==> config.mk <==
export PLATFORM = sky130hd
export DESIGN_NAME = pf_fetch_stage_flat
export DESIGN_NICKNAME = d
export VERILOG_FILES = /design/src/rtl/pf_fetch_stage_pkg.sv /design/src/rtl/pf_fetch_stage_if.sv /design/src/rtl/pf_pc_reg.sv /design/src/rtl/pf_fetch_stage.sv /design/src/flat_wrapper.sv
export SDC_FILE = /design/constraint.sdc
export NUM_CORES = 1
export LEC_CHECK = 0
export CAP_MARGIN = 15
export CORE_ASPECT_RATIO = 1.2
export CORE_MARGIN = 4
export CORE_UTILIZATION = 45
export CTS_BUF_LIST = sky130_fd_sc_hd__clkbuf_8
export DETAILED_ROUTE_END_ITERATION = 16
export GPL_TIMING_DRIVEN = 0
export PLACE_DENSITY_LB_ADDON = 0.25
export SLEW_MARGIN = 5
export SYNTH_ARGS = -nofsm -noshare
export SYNTH_HDL_FRONTEND = slang
export SYNTH_HIERARCHICAL = 1
export SYNTH_SLANG_ARGS = --single-unit
==> constraint.sdc <==
create_clock -name Clk -period 3.3 [get_ports Clk]
set_input_delay 0.66 -clock Clk [delete_from_list [all_inputs] [get_ports Clk]]
set_output_delay 0.66 -clock Clk [all_outputs]
set_load 0.05 [all_outputs]
==> src/rtl/pf_fetch_stage_pkg.sv <==
// Shared defaults and types for the phase-pipeline instruction-fetch stage.
package pf_fetch_stage_pkg;

   localparam int unsigned PF_PC_WIDTH    = 8;
   localparam int unsigned PF_INSTR_WIDTH = 32;
   localparam int unsigned PF_PC_STEP     = 4;
   localparam int unsigned PF_CNT_WIDTH   = 16;
   localparam logic [31:0] PF_NOP_INSTR   = 32'h0000_0000;

   // Number of low PC bits that must be zero for an aligned fetch address.
   function automatic int unsigned align_bits(input int unsigned step);
      return (step <= 1) ? 0 : $clog2(step);
   endfunction

   localparam int unsigned ALIGN_BITS = align_bits(PF_PC_STEP);

   // What the stage does at the coming edge, in priority order.
   typedef enum logic [1:0] {
      ActReset,
      ActBranch,
      ActStall,
      ActFetch
   } pf_action_e;

endpackage

==> src/rtl/pf_fetch_stage_if.sv <==
// Fetch-stage bus: control in, ROM address/data, and the IF/ID register outputs.
interface pf_fetch_stage_if
   import pf_fetch_stage_pkg::*;
#(
   parameter int unsigned PC_WIDTH    = PF_PC_WIDTH,
   parameter int unsigned INSTR_WIDTH = PF_INSTR_WIDTH,
   parameter int unsigned CNT_WIDTH   = PF_CNT_WIDTH
);

   logic                   LE;
   logic                   branch_taken;
   logic [PC_WIDTH-1:0]    branch_target;
   logic [INSTR_WIDTH-1:0] rom_data;
   logic [PC_WIDTH-1:0]    rom_addr;
   logic [INSTR_WIDTH-1:0] if_id_instr;
   logic [PC_WIDTH-1:0]    if_id_next_pc;
   logic                   if_id_valid;
   logic [CNT_WIDTH-1:0]   fetch_count;

   // The fetch stage is the master: it owns the PC and the IF/ID register.
   modport master (
      input  LE, branch_taken, branch_target, rom_data,
      output rom_addr, if_id_instr, if_id_next_pc, if_id_valid, fetch_count
   );

   modport slave (
      output LE, branch_taken, branch_target, rom_data,
      input  rom_addr, if_id_instr, if_id_next_pc, if_id_valid, fetch_count
   );

endinterface

==> src/rtl/pf_pc_reg.sv <==
// Program counter register with synchronous clear, load enable and reset value.
module pf_pc_reg #(
   parameter int unsigned         WIDTH     = 8,
   parameter logic [WIDTH-1:0]    RESET_VAL = '0
) (
   input  logic             Clk,
   input  logic             Clr,
   input  logic             i_load,
   input  logic [WIDTH-1:0] i_value,
   output logic [WIDTH-1:0] o_pc
);

   logic [WIDTH-1:0] r_pc;

   always_ff @(posedge Clk) begin
      if (Clr) begin
         r_pc <= RESET_VAL;
      end else if (i_load) begin
         r_pc <= i_value;
      end
   end

   assign o_pc = r_pc;

endmodule

==> src/rtl/pf_fetch_stage.sv <==
// Instruction-fetch stage: PC, ROM addressing, IF/ID register and fetch counter.
module pf_fetch_stage
   import pf_fetch_stage_pkg::*;
#(
   parameter int unsigned            PC_WIDTH    = PF_PC_WIDTH,
   parameter int unsigned            INSTR_WIDTH = PF_INSTR_WIDTH,
   parameter int unsigned            PC_STEP     = PF_PC_STEP,
   parameter logic [PC_WIDTH-1:0]    RESET_PC    = '0,
   parameter logic [INSTR_WIDTH-1:0] NOP_INSTR   = INSTR_WIDTH'(PF_NOP_INSTR),
   parameter int unsigned            CNT_WIDTH   = PF_CNT_WIDTH
) (
   input  logic              Clk,
   input  logic              Clr,
   pf_fetch_stage_if.master  bus
);

   localparam int unsigned         AlignBits = align_bits(PC_STEP);
   localparam logic [PC_WIDTH-1:0] AlignMask = {PC_WIDTH{1'b1}} << AlignBits;
   localparam logic [PC_WIDTH-1:0] StepVal   = PC_WIDTH'(PC_STEP);

   logic [PC_WIDTH-1:0]    w_pc;
   logic [PC_WIDTH-1:0]    w_seq_pc;
   logic [PC_WIDTH-1:0]    w_pc_next;
   logic                   w_pc_load;
   pf_action_e             w_action;

   logic [INSTR_WIDTH-1:0] r_instr;
   logic [PC_WIDTH-1:0]    r_next_pc;
   logic                   r_valid;
   logic [CNT_WIDTH-1:0]   r_count;

   // Sequential PC wraps modulo 2^PC_WIDTH by truncation.
   assign w_seq_pc = w_pc + StepVal;

   always_comb begin
      w_action = ActFetch;
      if (Clr) begin
         w_action = ActReset;
      end else if (bus.branch_taken) begin
         w_action = ActBranch;
      end else if (!bus.LE) begin
         w_action = ActStall;
      end
   end

   always_comb begin
      w_pc_load = 1'b0;
      w_pc_next = w_seq_pc;
      unique case (w_action)
         ActBranch: begin
            w_pc_load = 1'b1;
            w_pc_next = bus.branch_target & AlignMask;
         end
         ActFetch: begin
            w_pc_load = 1'b1;
         end
         default: begin
            w_pc_load = 1'b0;
         end
      endcase
   end

   pf_pc_reg #(
      .WIDTH     (PC_WIDTH),
      .RESET_VAL (RESET_PC)
   ) u_pc_reg (
      .Clk     (Clk),
      .Clr     (Clr),
      .i_load  (w_pc_load),
      .i_value (w_pc_next),
      .o_pc    (w_pc)
   );

   always_ff @(posedge Clk) begin
      unique case (w_action)
         ActReset: begin
            r_instr   <= NOP_INSTR;
            r_next_pc <= '0;
            r_valid   <= 1'b0;
            r_count   <= '0;
         end
         ActBranch: begin
            // Flush the wrong-path slot; next_pc and count are left alone.
            r_instr <= NOP_INSTR;
            r_valid <= 1'b0;
         end
         ActStall: begin
            r_valid <= r_valid;
         end
         ActFetch: begin
            r_instr   <= bus.rom_data;
            r_next_pc <= w_seq_pc;
            r_valid   <= 1'b1;
            if (r_count != {CNT_WIDTH{1'b1}}) begin
               r_count <= r_count + CNT_WIDTH'(1);
            end
         end
         default: begin
            r_valid <= r_valid;
         end
      endcase
   end

   assign bus.rom_addr      = w_pc;
   assign bus.if_id_instr   = r_instr;
   assign bus.if_id_next_pc = r_next_pc;
   assign bus.if_id_valid   = r_valid;
   assign bus.fetch_count   = r_count;

endmodule

==> src/flat_wrapper.sv <==
// flat-port wrapper written by rule: the top's interface ports become plain ports
module pf_fetch_stage_flat import pf_fetch_stage_pkg::*;
#(
   parameter int unsigned            PC_WIDTH    = PF_PC_WIDTH,
   parameter int unsigned            INSTR_WIDTH = PF_INSTR_WIDTH,
   parameter int unsigned            PC_STEP     = PF_PC_STEP,
   parameter logic [PC_WIDTH-1:0]    RESET_PC    = '0,
   parameter logic [INSTR_WIDTH-1:0] NOP_INSTR   = INSTR_WIDTH'(PF_NOP_INSTR),
   parameter int unsigned            CNT_WIDTH   = PF_CNT_WIDTH
)
  (Clk, Clr, bus_LE, bus_branch_taken, bus_branch_target, bus_rom_data, bus_rom_addr, bus_if_id_instr, bus_if_id_next_pc, bus_if_id_valid, bus_fetch_count);
  pf_fetch_stage_if #(.PC_WIDTH(PC_WIDTH), .INSTR_WIDTH(INSTR_WIDTH), .CNT_WIDTH(CNT_WIDTH)) bus_i ();
  input  logic Clk;
  input  logic Clr;
  input wire logic [$bits(bus_i.LE)-1:0] bus_LE;
  input wire logic [$bits(bus_i.branch_taken)-1:0] bus_branch_taken;
  input wire logic [$bits(bus_i.branch_target)-1:0] bus_branch_target;
  input wire logic [$bits(bus_i.rom_data)-1:0] bus_rom_data;
  output wire logic [$bits(bus_i.rom_addr)-1:0] bus_rom_addr;
  output wire logic [$bits(bus_i.if_id_instr)-1:0] bus_if_id_instr;
  output wire logic [$bits(bus_i.if_id_next_pc)-1:0] bus_if_id_next_pc;
  output wire logic [$bits(bus_i.if_id_valid)-1:0] bus_if_id_valid;
  output wire logic [$bits(bus_i.fetch_count)-1:0] bus_fetch_count;
  assign bus_i.LE = bus_LE;
  assign bus_i.branch_taken = bus_branch_taken;
  assign bus_i.branch_target = bus_branch_target;
  assign bus_i.rom_data = bus_rom_data;
  assign bus_rom_addr = bus_i.rom_addr;
  assign bus_if_id_instr = bus_i.if_id_instr;
  assign bus_if_id_next_pc = bus_i.if_id_next_pc;
  assign bus_if_id_valid = bus_i.if_id_valid;
  assign bus_fetch_count = bus_i.fetch_count;
  pf_fetch_stage #(.PC_WIDTH(PC_WIDTH), .INSTR_WIDTH(INSTR_WIDTH), .PC_STEP(PC_STEP), .RESET_PC(RESET_PC), .NOP_INSTR(NOP_INSTR), .CNT_WIDTH(CNT_WIDTH)) u_core (.Clk(Clk), .Clr(Clr), .bus(bus_i));
endmodule
==> flow_summary.yaml <==
run_status:
  run_status: "complete, no violations"
sta:
  hold_viol: 0
  rsz0062_at_grt: "no"
  slew_headroom: 0.362
  fmax_mhz: 340
  fin_worst_skew_ns: 0.0112
  setup_viol: 0
  fin_crit_sh: 0.891
  period_needed_ns: 2.94
  maxSlewViolCount: 0
  worst_pin_slew_ns: 0.957
worst_setup_path:
  crit_top_cell: "nor2_1"
  path_delay_family: "buffers and inverters"
  slowest_stage: "a41oi_2"
  path_class: "in2reg"
  cp-end-kind: "flop"
  crit_path_max_incr_delay_ns: 0.78
  critPathLaunchType: "input pin"
  path_max_fanout: 16
  crit_buf_inv: 2
  crit_required_ns: 3.23
  worstPathCellList: "clkdlybuf4s50_1, nor2_1, and2_1, buf_1, nor2_1, a41oi_2"
  arrival_ns: 2.88
cts:
  cts_hold_buffers: 0
  cts_buffers: 9
  cts-root-buf: "clkbuf_8"
  cts_setup_buffers: 0
  cts.sinks: 65
  cts_max_path_buffers: 2
  cts.clk_slew.worst_paths_ns: 0.07
  htree_levels: 3
  cts_resized: 0
  cts_tree: "yes"
  clk_latency_ns: 0.32
job:
  max_cap_viol_count: 0
place:
  hpwl_um: 4800
  place_area_um2: 4030
  numPortBuffers: 106
  globalplace.congestion: 0.849
detailed_routing:
  viasPerCell: 4.89
  num_vias: 2101
  m1WireLength_um: 2720
  top_layer_used: "met4"
  wl_met2_um: 3490
  firstDrtPassIters: 4
  wl_per_cell_um: 15.8
  dr_wl_met3_um: 493
  drtIter0Drc: 84
  drc_errors: 0
  wl_um: 6770
  drtAntennaViolNets: 0
grt:
  grt_max_degree: 34
  grt_pass1_vias: 2122
  grt_pass1_wl_um: 10100
  antenna_found_initial: 0
  gr-usage-all-layers: 0.173
  grt_remaining_overflow: 0
die:
  rows: 31
  start_util: 0.469
  coreArea_um2: 6090
  ioPinCount: 109
  dieArea_um2: 7690
  die_h_um: 95.2
  die_w_um: 80.7
synth:
  yosys-top-cells-count: "edfxtp_1, and2_1, nor2_1"
  synth_top_area_frac: 0.600
  ys_seq_area_frac: 0.656
  syn_area_per_cell_um2: 12.7
  yosysWarnings: 6
  syn_area_um2: 2850
  synth-seq-cells: 65
  yosysMostFrequentCell: "edfxtp_1"
  synthArstFlopShare: 0
  yosys-top-cells-area: "edfxtp_1, and2_1, dfxtp_1"
  synthesis.nets: 274
  synth_cell_types: 28
  synth_edf_count: 57
  synth_flop_cell: "edfxtp_1"
  synth_cells: 225
  synth_top_area_cell: "edfxtp_1"
layout:
  nFillCells: 472
  nets: 392
  final_area_um2: 4230
  drive_gt1_frac: 0.0632
  diodes: 0
  syn2layout_area_growth_pct: 48.3
power_and_ir_drop:
  power_density_nw_per_um2: 490
  leakage_nw: 1.59
  power.total_w: 0.00208
  vdd_drop_max_mv: 0.299
min_path:
  hold_class: "reg2reg"
==> flip-flops by register name, indices dropped and copies added (netlist names) <==
register and cells:
u_core/bus.if_id_instr 32, u_core/bus.fetch_count 16, u_core/bus.if_id_next_pc 8, u_core/u_pc_reg/o_pc 8
u_core/bus.if_id_valid 1
==> layout make-up <==
type                    instances  area [µm²]  area share
well taps                      82         103      0.0242
flip-flops and latches         65        1870       0.442
clock buffers                   9         124      0.0293
clock inverters                 7        56.3      0.0133
repair buffers                107        1090       0.257
plain buffers                   8        37.5     0.00887
inverters                       5        18.8     0.00443
multi-input cells             147         933       0.221
==> stage by stage <==
step                      TNS, ns  std cells  setup WS, ns  hold WS (ns)   util
after detailed placement        0        413        0.0151         0.529  0.661
after global routing            0        430         0.120         0.588  0.695
final                           0        430         0.359         0.545  0.695
after CTS                       0        429         0.368         0.545  0.691
after floorplan                 0        225         0.635         0.752      -
after global placement      -6.42        413        -0.402         0.522  0.660
==> kinds of logic after synthesis <==
| logic type | Yosys count | share of synthesized area |
|---|---|---|
| simple gates | 108 | 0.203 |
| flops | 65 | 0.656 |
| xor+xnor | 16 | 0.0491 |
| buf+inv | 13 | 0.0197 |
| mux | 10 | 0.0355 |
| compound gates | 8 | 0.0153 |
| fa+ha+maj | 5 | 0.0219 |
==> placed cells by master, fill, tap and decap left out, drive strengths merged, types with 6 or more instances in the layout <==
cell,synthesis,routed
clkdlybuf4s50,0,106
edfxtp,57,57
and2,39,39
nor2,37,37
clkbuf,4,13
xnor2,10,10
nand3,9,9
mux2i,9,9
inv,5,8
dfxtp,8,8
xor2,6,6
a21oi,6,6
==> layer usage <==
| layer | track usage | up-vias |
|---|---|---|
| li1 | - | 1018 |
| met1 | 0.209 | 980 |
| met2 | 0.297 | 97 |
| met3 | 0.0321 | 6 |
| met4 | 0.0803 | 0 |
| met5 | 0 | - |
==> power by group <==
group,switching [W],internal (W),total (W)
logic,0.000294,0.000173,0.000466
clock network,0.000273,0.000337,0.000610
registers,0.0000410,0.000959,0.00100
total,0.000608,0.00147,0.00208
==> path summary, 6_finish.rpt <==
kind                                                start                                 endpoint  slack (ns)  cells after the start
setup reg to reg  u_core/bus.fetch_count[0]$_SDFFCE_PP0P_  u_core/bus.fetch_count[1]$_SDFFCE_PP0P_        1.11                      4
setup / recovery                         bus_branch_taken  u_core/bus.fetch_count[1]$_SDFFCE_PP0P_        0.36                      6
hold reg to reg      u_core/u_pc_reg/o_pc[1]$_SDFFE_PP0P_     u_core/u_pc_reg/o_pc[1]$_SDFFE_PP0P_        0.55                      2
hold / removal       u_core/u_pc_reg/o_pc[1]$_SDFFE_PP0P_     u_core/u_pc_reg/o_pc[1]$_SDFFE_PP0P_        0.55                      2
==> tightest hold or removal path, stage by stage, from the launching register on <==
cell and delay [ns]:
dfxtp_1 0.36, mux2i_1 0.08, nor2_1 0.07
No activity file was read; power rests on OpenSTA's default activity.
==> edit 1, RTL diff (same flow settings) <==
`PF_INSTR_WIDTH`: 32 -> 64.
--- a/src/rtl/pf_fetch_stage_pkg.sv
+++ b/src/rtl/pf_fetch_stage_pkg.sv
@@ -2,7 +2,7 @@
 package pf_fetch_stage_pkg;
 
    localparam int unsigned PF_PC_WIDTH    = 8;
-   localparam int unsigned PF_INSTR_WIDTH = 32;
+   localparam int unsigned PF_INSTR_WIDTH = 64;
    localparam int unsigned PF_PC_STEP     = 4;
    localparam int unsigned PF_CNT_WIDTH   = 16;
    localparam logic [31:0] PF_NOP_INSTR   = 32'h0000_0000;
Interface: changed (resized bus_if_id_instr and bus_rom_data); port bits go from 109 to 173. The function was not compared with the original's and may differ.
==> edit 1 against the original RTL <==
  * Design area rose by 46%
  * Global-route usage rose by 1.6 points
  * Power rose by 40%
  * Sequential power rose by 48%
  * Critical path depth did not move
  * Area after synthesis rose by 44%
  * Sequential cell count rose by 32
  * Register-to-register slack improved by 0.08 ns
  * Via count rose by 39%
  * Worst setup slack improved by 0.43 ns
  * Wire length rose by 48%
  * Worst hold slack improved by 0.014 ns
  * Sequential share of layout area rose by 1.7 points
  * Critical path type unchanged
  * Critical endpoint is now u_core/bus.if_id_instr[36]
  * Highest routed layer unchanged
==> edit 1: results (changes against the original RTL) <==
## GRT
* **met3 usage in global routing** 4.96%, was 3.21%
* **wire length of the first global-routing pass** 15.3 mm, was 10.1 mm
* **GRT met2 Usage** 32.4%, was 29.7%
* **global router's overall resource usage** 18.9%, was 17.3%
* **pin count of the biggest net entering global routing** 36, was 34
* **GR met1 Demand/Resource** 21.5%, was 20.9%

## Setup path
* **cell type of the slowest stage on the worst timing path** sky130_fd_sc_hd__clkdlybuf4s50_1, was sky130_fd_sc_hd__a41oi_2
* **Crit path arrival time** 2.57 ns, was 2.88 ns
* **crit path max fanout** 35, was 16

## Place
* **post-placement cell area** 0.00598 sq mm, was 0.00403 sq mm
* **Detail Placement HPWL** 7.58 mm, was 4.80 mm
* **final weighted congestion in routability-driven placement** 0.758, was 0.849
* **Buffers on Ports** 170, was 106

## STA
* **headroom to the max-slew limit** 54.9%, was 36.2%

## Drt
* **total vias in the final route** 2,929, was 2,101
* **wire length per cell after detailed routing** 16.6 um, was 15.8 um
* **starting DRC count in detailed routing** 105, was 84

## Power
* **VDD IR max** 0.000233 V, was 0.000299 V
* **LEAKAGE** 2.28 nW, was 1.59 nW

## Finish
* **Nets** 563, was 392
* **area occupied by multi-input gates** 0.00118 sq mm, was 933 sq um
* **number of inserted filler cells in the final layout** 608, was 472

## Synthesis
* **number of synthesized flops with an enable pin** 89, was 57
* **top cell types by occurrence after synthesis** sky130_fd_sc_hd__edfxtp_1 (89), sky130_fd_sc_hd__and2_1 (70), sky130_fd_sc_hd__nor2_1 (24), sky130_fd_sc_hd__mux2i_1 (12), sky130_fd_sc_hd__a21oi_1 (11), was sky130_fd_sc_hd__edfxtp_1 (57), sky130_fd_sc_hd__and2_1 (39), sky130_fd_sc_hd__nor2_1 (37), sky130_fd_sc_hd__xnor2_1 (10)
* **register area share after synthesis** 69.2%, was 65.6%
* **synth unique cells** 32, was 28
* **Net Count, Synth** 380, was 274

## Run status
* **result of the run** finished, final reports clean, unchanged

## Clock network
* **insertion delay to the later sink of the worst-skew pair** 0.36 ns, was 0.32 ns
* **Clk pin slew, worst setup/hold paths** 0.09 ns, was 0.07 ns

==> edit 1: changes by cell type after synthesis, moves of 4 or more <==
cell                       unedited run  this run
sky130_fd_sc_hd__edfxtp_1            57        89
sky130_fd_sc_hd__or4_1                0         4
sky130_fd_sc_hd__a21oi_1              6        11
sky130_fd_sc_hd__nand2_1              5        10
sky130_fd_sc_hd__clkbuf_2             0         4
sky130_fd_sc_hd__nor2_1              37        24
sky130_fd_sc_hd__o31ai_1              0         4
sky130_fd_sc_hd__xnor2_1             10         2
sky130_fd_sc_hd__and2_1              39        70
==> edit 1: tightest hold or removal path: stages (launching register included) <==
cell and delay (ns):
sky130_fd_sc_hd__dfxtp_1 0.37, sky130_fd_sc_hd__mux2i_1 0.08, sky130_fd_sc_hd__nor2_1 0.08
==> edit 1: power by group <==
part	leakage (nW)	total (W)	switching, W	internal, W
registers	1.05	0.00148	0.0000479	0.00143
logic	1.13	0.000682	0.000426	0.000257
clock network	0.0955	0.000743	0.000400	0.000343
total	2.28	0.00291	0.000874	0.00203
==> edit 1: worst paths after layout <==
path	endpoint	slack, ns	cells past startpoint
max	u_core/bus.if_id_instr[36]	0.79	6
min	u_core/u_pc_reg/o_pc[1]	0.56	2
max reg2reg	u_core/bus.fetch_count[2]	1.19	5
min reg2reg	u_core/u_pc_reg/o_pc[1]	0.56	2
==> edit 1: through the flow <==
step	hold WS (ns)	setup TNS [ns]	std cells	setup slack (ns)
floorplan	0.752	0	299	0.460
global placement	0.513	-41.62	586	-0.580
detailed placement	0.541	0	588	0.378
CTS	0.565	0	604	0.782
global route	0.588	0	604	0.658
finish	0.559	0	604	0.793
==> edit 1: cells by family (layout without fill, tap and decap cells) <==
logic type      Yosys count  count (layout)  synth area share (%)
mux                      13              13                  3.21
flops                    97              97                  69.2
simple gates            137             137                  19.5
compound gates           22              22                  3.12
fa+ha+maj                 5               5                  1.53
buf+inv                  19             207                  2.17
xor+xnor                  6               6                  1.28
==> edit 1: final cells by class <==
class                   count  share of cell area (%)
well taps                 117                    2.37
plain buffers              13                    1.08
inverters                   6                   0.365
flip-flops and latches     97                    45.9
multi-input cells         183                    19.1
clock inverters             7                    1.01
repair buffers            172                    28.1
clock buffers               9                    2.01
==> edit 1: per-layer routing <==
| layer | up-vias | wire, um |
|---|---|---|
| li1 | 1426 | - |
| met2 | 136 | 5000 |
| met4 | 0 | 277 |
| met5 | - | 0 |
| met1 | 1347 | 3850 |
| met3 | 20 | 893 |
==> edit 2, RTL diff (config.mk and constraints unchanged) <==
Without the edit above. Add an input register stage for `Clr`; this delays it by one clock. The other inputs are not delayed to match.
--- a/src/rtl/pf_fetch_stage.sv
+++ b/src/rtl/pf_fetch_stage.sv
@@ -18,6 +18,12 @@
    localparam logic [PC_WIDTH-1:0] AlignMask = {PC_WIDTH{1'b1}} << AlignBits;
    localparam logic [PC_WIDTH-1:0] StepVal   = PC_WIDTH'(PC_STEP);
 
+   logic Clr_q;
+
+   always_ff @(posedge Clk) begin
+      Clr_q <= Clr;
+   end
+
    logic [PC_WIDTH-1:0]    w_pc;
    logic [PC_WIDTH-1:0]    w_seq_pc;
    logic [PC_WIDTH-1:0]    w_pc_next;
@@ -34,7 +40,7 @@
 
    always_comb begin
       w_action = ActFetch;
-      if (Clr) begin
+      if (Clr_q) begin
          w_action = ActReset;
       end else if (bus.branch_taken) begin
          w_action = ActBranch;
@@ -65,7 +71,7 @@
       .RESET_VAL (RESET_PC)
    ) u_pc_reg (
       .Clk     (Clk),
-      .Clr     (Clr),
+      .Clr     (Clr_q),
       .i_load  (w_pc_load),
       .i_value (w_pc_next),
       .o_pc    (w_pc)
Behaviour: not the same (a bounded check fails within 4 cycles, from zero or initial values).
==> edit 2 against the original RTL <==
  * Count of clock-buffer cells in the layout rose by 1
  * Worst setup slack better by 0.048 ns
  * Design area about the same
  * Wire length fell by 3.8%
  * Highest routed layer unchanged
  * Power decreased by 3.5%
  * First-iteration DRC count rose by 65%
  * Largest power group unchanged
  * Area after synthesis up 0.70%
  * Sequential cell count up 1
  * Via count is 0.19% higher
==> edit 2: results (changes against the original RTL) <==
## Run status
* **result of the run** finished, final reports clean, unchanged

## Place
* **final weighted congestion in routability-driven placement** 0.772, was 0.849
* **Placement Setup Slack** 0.0466 ns, was 0.0151 ns
* **Detail Placement HPWL** 4.75 mm, was 4.80 mm

## Synthesis
* **Adder-Cell Fraction of Synth Area** 2.18%, was 2.19%
* **Compound-Gate Fraction of Synth Area** 1.52%, was 1.53%
* **register area share after synthesis** 65.8%, was 65.6%
* **Net Count, Synth** 275, was 274
* **number of synthesized flops with an enable pin** 57, unchanged
* **leading cell types by total area after synthesis** sky130_fd_sc_hd__edfxtp_1 (60%), sky130_fd_sc_hd__and2_1 (8.5%), sky130_fd_sc_hd__dfxtp_1 (6.3%), sky130_fd_sc_hd__nor2_1 (4.8%), sky130_fd_sc_hd__mux2i_1 (3.1%), was sky130_fd_sc_hd__edfxtp_1 (60%), sky130_fd_sc_hd__and2_1 (8.5%), sky130_fd_sc_hd__dfxtp_1 (5.6%), sky130_fd_sc_hd__nor2_1 (4.9%), sky130_fd_sc_hd__mux2i_1 (3.2%)
* **synth unique cells** 28, unchanged
* **post-synthesis xor/xnor area fraction** 4.88%, was 4.91%
* **Yosys warnings** 6, unchanged
* **share of synthesized area spent on multiplexers** 3.53%, was 3.55%
* **top cell types by occurrence after synthesis** sky130_fd_sc_hd__edfxtp_1 (57), sky130_fd_sc_hd__and2_1 (39), sky130_fd_sc_hd__nor2_1 (37), sky130_fd_sc_hd__xnor2_1 (10), unchanged

## Power
* **LEAKAGE** 1.60 nW, was 1.59 nW
* **VDD IR max** 0.000276 V, was 0.000299 V
* **sequential group power** 0.00100 W, about the same
* **part of the total power dissipated in combinational logic** 21.6%, was 22.5%
* **net switching fraction of the power** 29.6%, was 29.3%
* **power attributed to combinational cells** 0.000432 W, was 0.000466 W

## Finish
* **share of post-route cells with drive strength above 1** 6.30%, was 6.32%
* **Nets** 393, was 392

## Clock network
* **number of clock sinks** 66, was 65
* **Resized cells post-CTS** 0, unchanged
* **Max clock buf depth** 2, unchanged

## Setup path
* **gate family responsible for the most delay along the worst path** buffers and inverters, unchanged
* **Crit path arrival time** 2.84 ns, was 2.88 ns
* **crit path max fanout** 16, unchanged

## GRT
* **wire length of the first global-routing pass** 9.90 mm, was 10.1 mm
* **number of antenna violations at the first check in global routing** 0, unchanged
* **via count of the first global-routing pass** 2,033, was 2,122
* **global router's overall resource usage** 17.0%, was 17.3%

## STA
* **headroom to the max-slew limit** 37.2%, was 36.2%
* **worst clock skew** 0.00803 ns, was 0.0112 ns

## Drt
* **total wirelength of the detailed-routed design** 6.51 mm, was 6.77 mm
* **via-per-instance ratio** 4.88, was 4.89
* **starting DRC count in detailed routing** 139, was 84

## Hold path
* **Hold WC Path Type** reg -> reg, unchanged

[edit 2: changes by cell type after synthesis]
cell / before / now
sky130_fd_sc_hd__dfxtp_1: 8 / 9
[edit 2: worst paths after layout]
kind,start,to,slack (ns),cells after the start
worst max-delay path,bus_branch_taken,u_core/bus.fetch_count[15],0.41,6
worst min-delay path,u_core/u_pc_reg/o_pc[1],u_core/u_pc_reg/o_pc[1],0.54,2
worst max register to register,u_core/Clr_q,u_core/bus.fetch_count[15],0.88,5
worst min register to register,u_core/u_pc_reg/o_pc[1],u_core/u_pc_reg/o_pc[1],0.54,2
[edit 2: metal layers]
metal  up-vias  routed length [um]  track usage [%]
li1       1013                   -                -
met1       983                2740             21.7
met2        99                3150             27.3
met3        10                 552             4.16
met4         0                  78             7.61
met5         -                   0                0
[edit 2: kinds of logic after synthesis]
family / count (synthesis)
and+or+nand+nor: 108
DFF: 66
xor gates and xnor gates: 16
buffers and inverters: 13
muxes: 10
AOI/OAI and AO/OA: 8
adders and majority gates: 5
[edit 2: stage by stage]
stage / instances / setup TNS (ns) / instance area (sq um)
global route: 431 / 0 / 4240
floorplan: 226 / 0 / 2870
detailed placement: 414 / 0 / 4050
CTS: 430 / 0 / 4210
finish: 431 / 0 / 4240
global placement: 414 / -6.36 / 4040
[edit 2: area by class of cell]
type | instances | area (sq um)
Clock inverter | 6 | 26.3
Clock buffer | 10 | 138
Buffer | 8 | 37.5
Multi-Input combinational cell | 147 | 933
Sequential cell | 66 | 1890
Tap cell | 82 | 103
Fill cell | 481 | 1890
Inverter | 5 | 18.8
Timing Repair Buffer | 107 | 1090
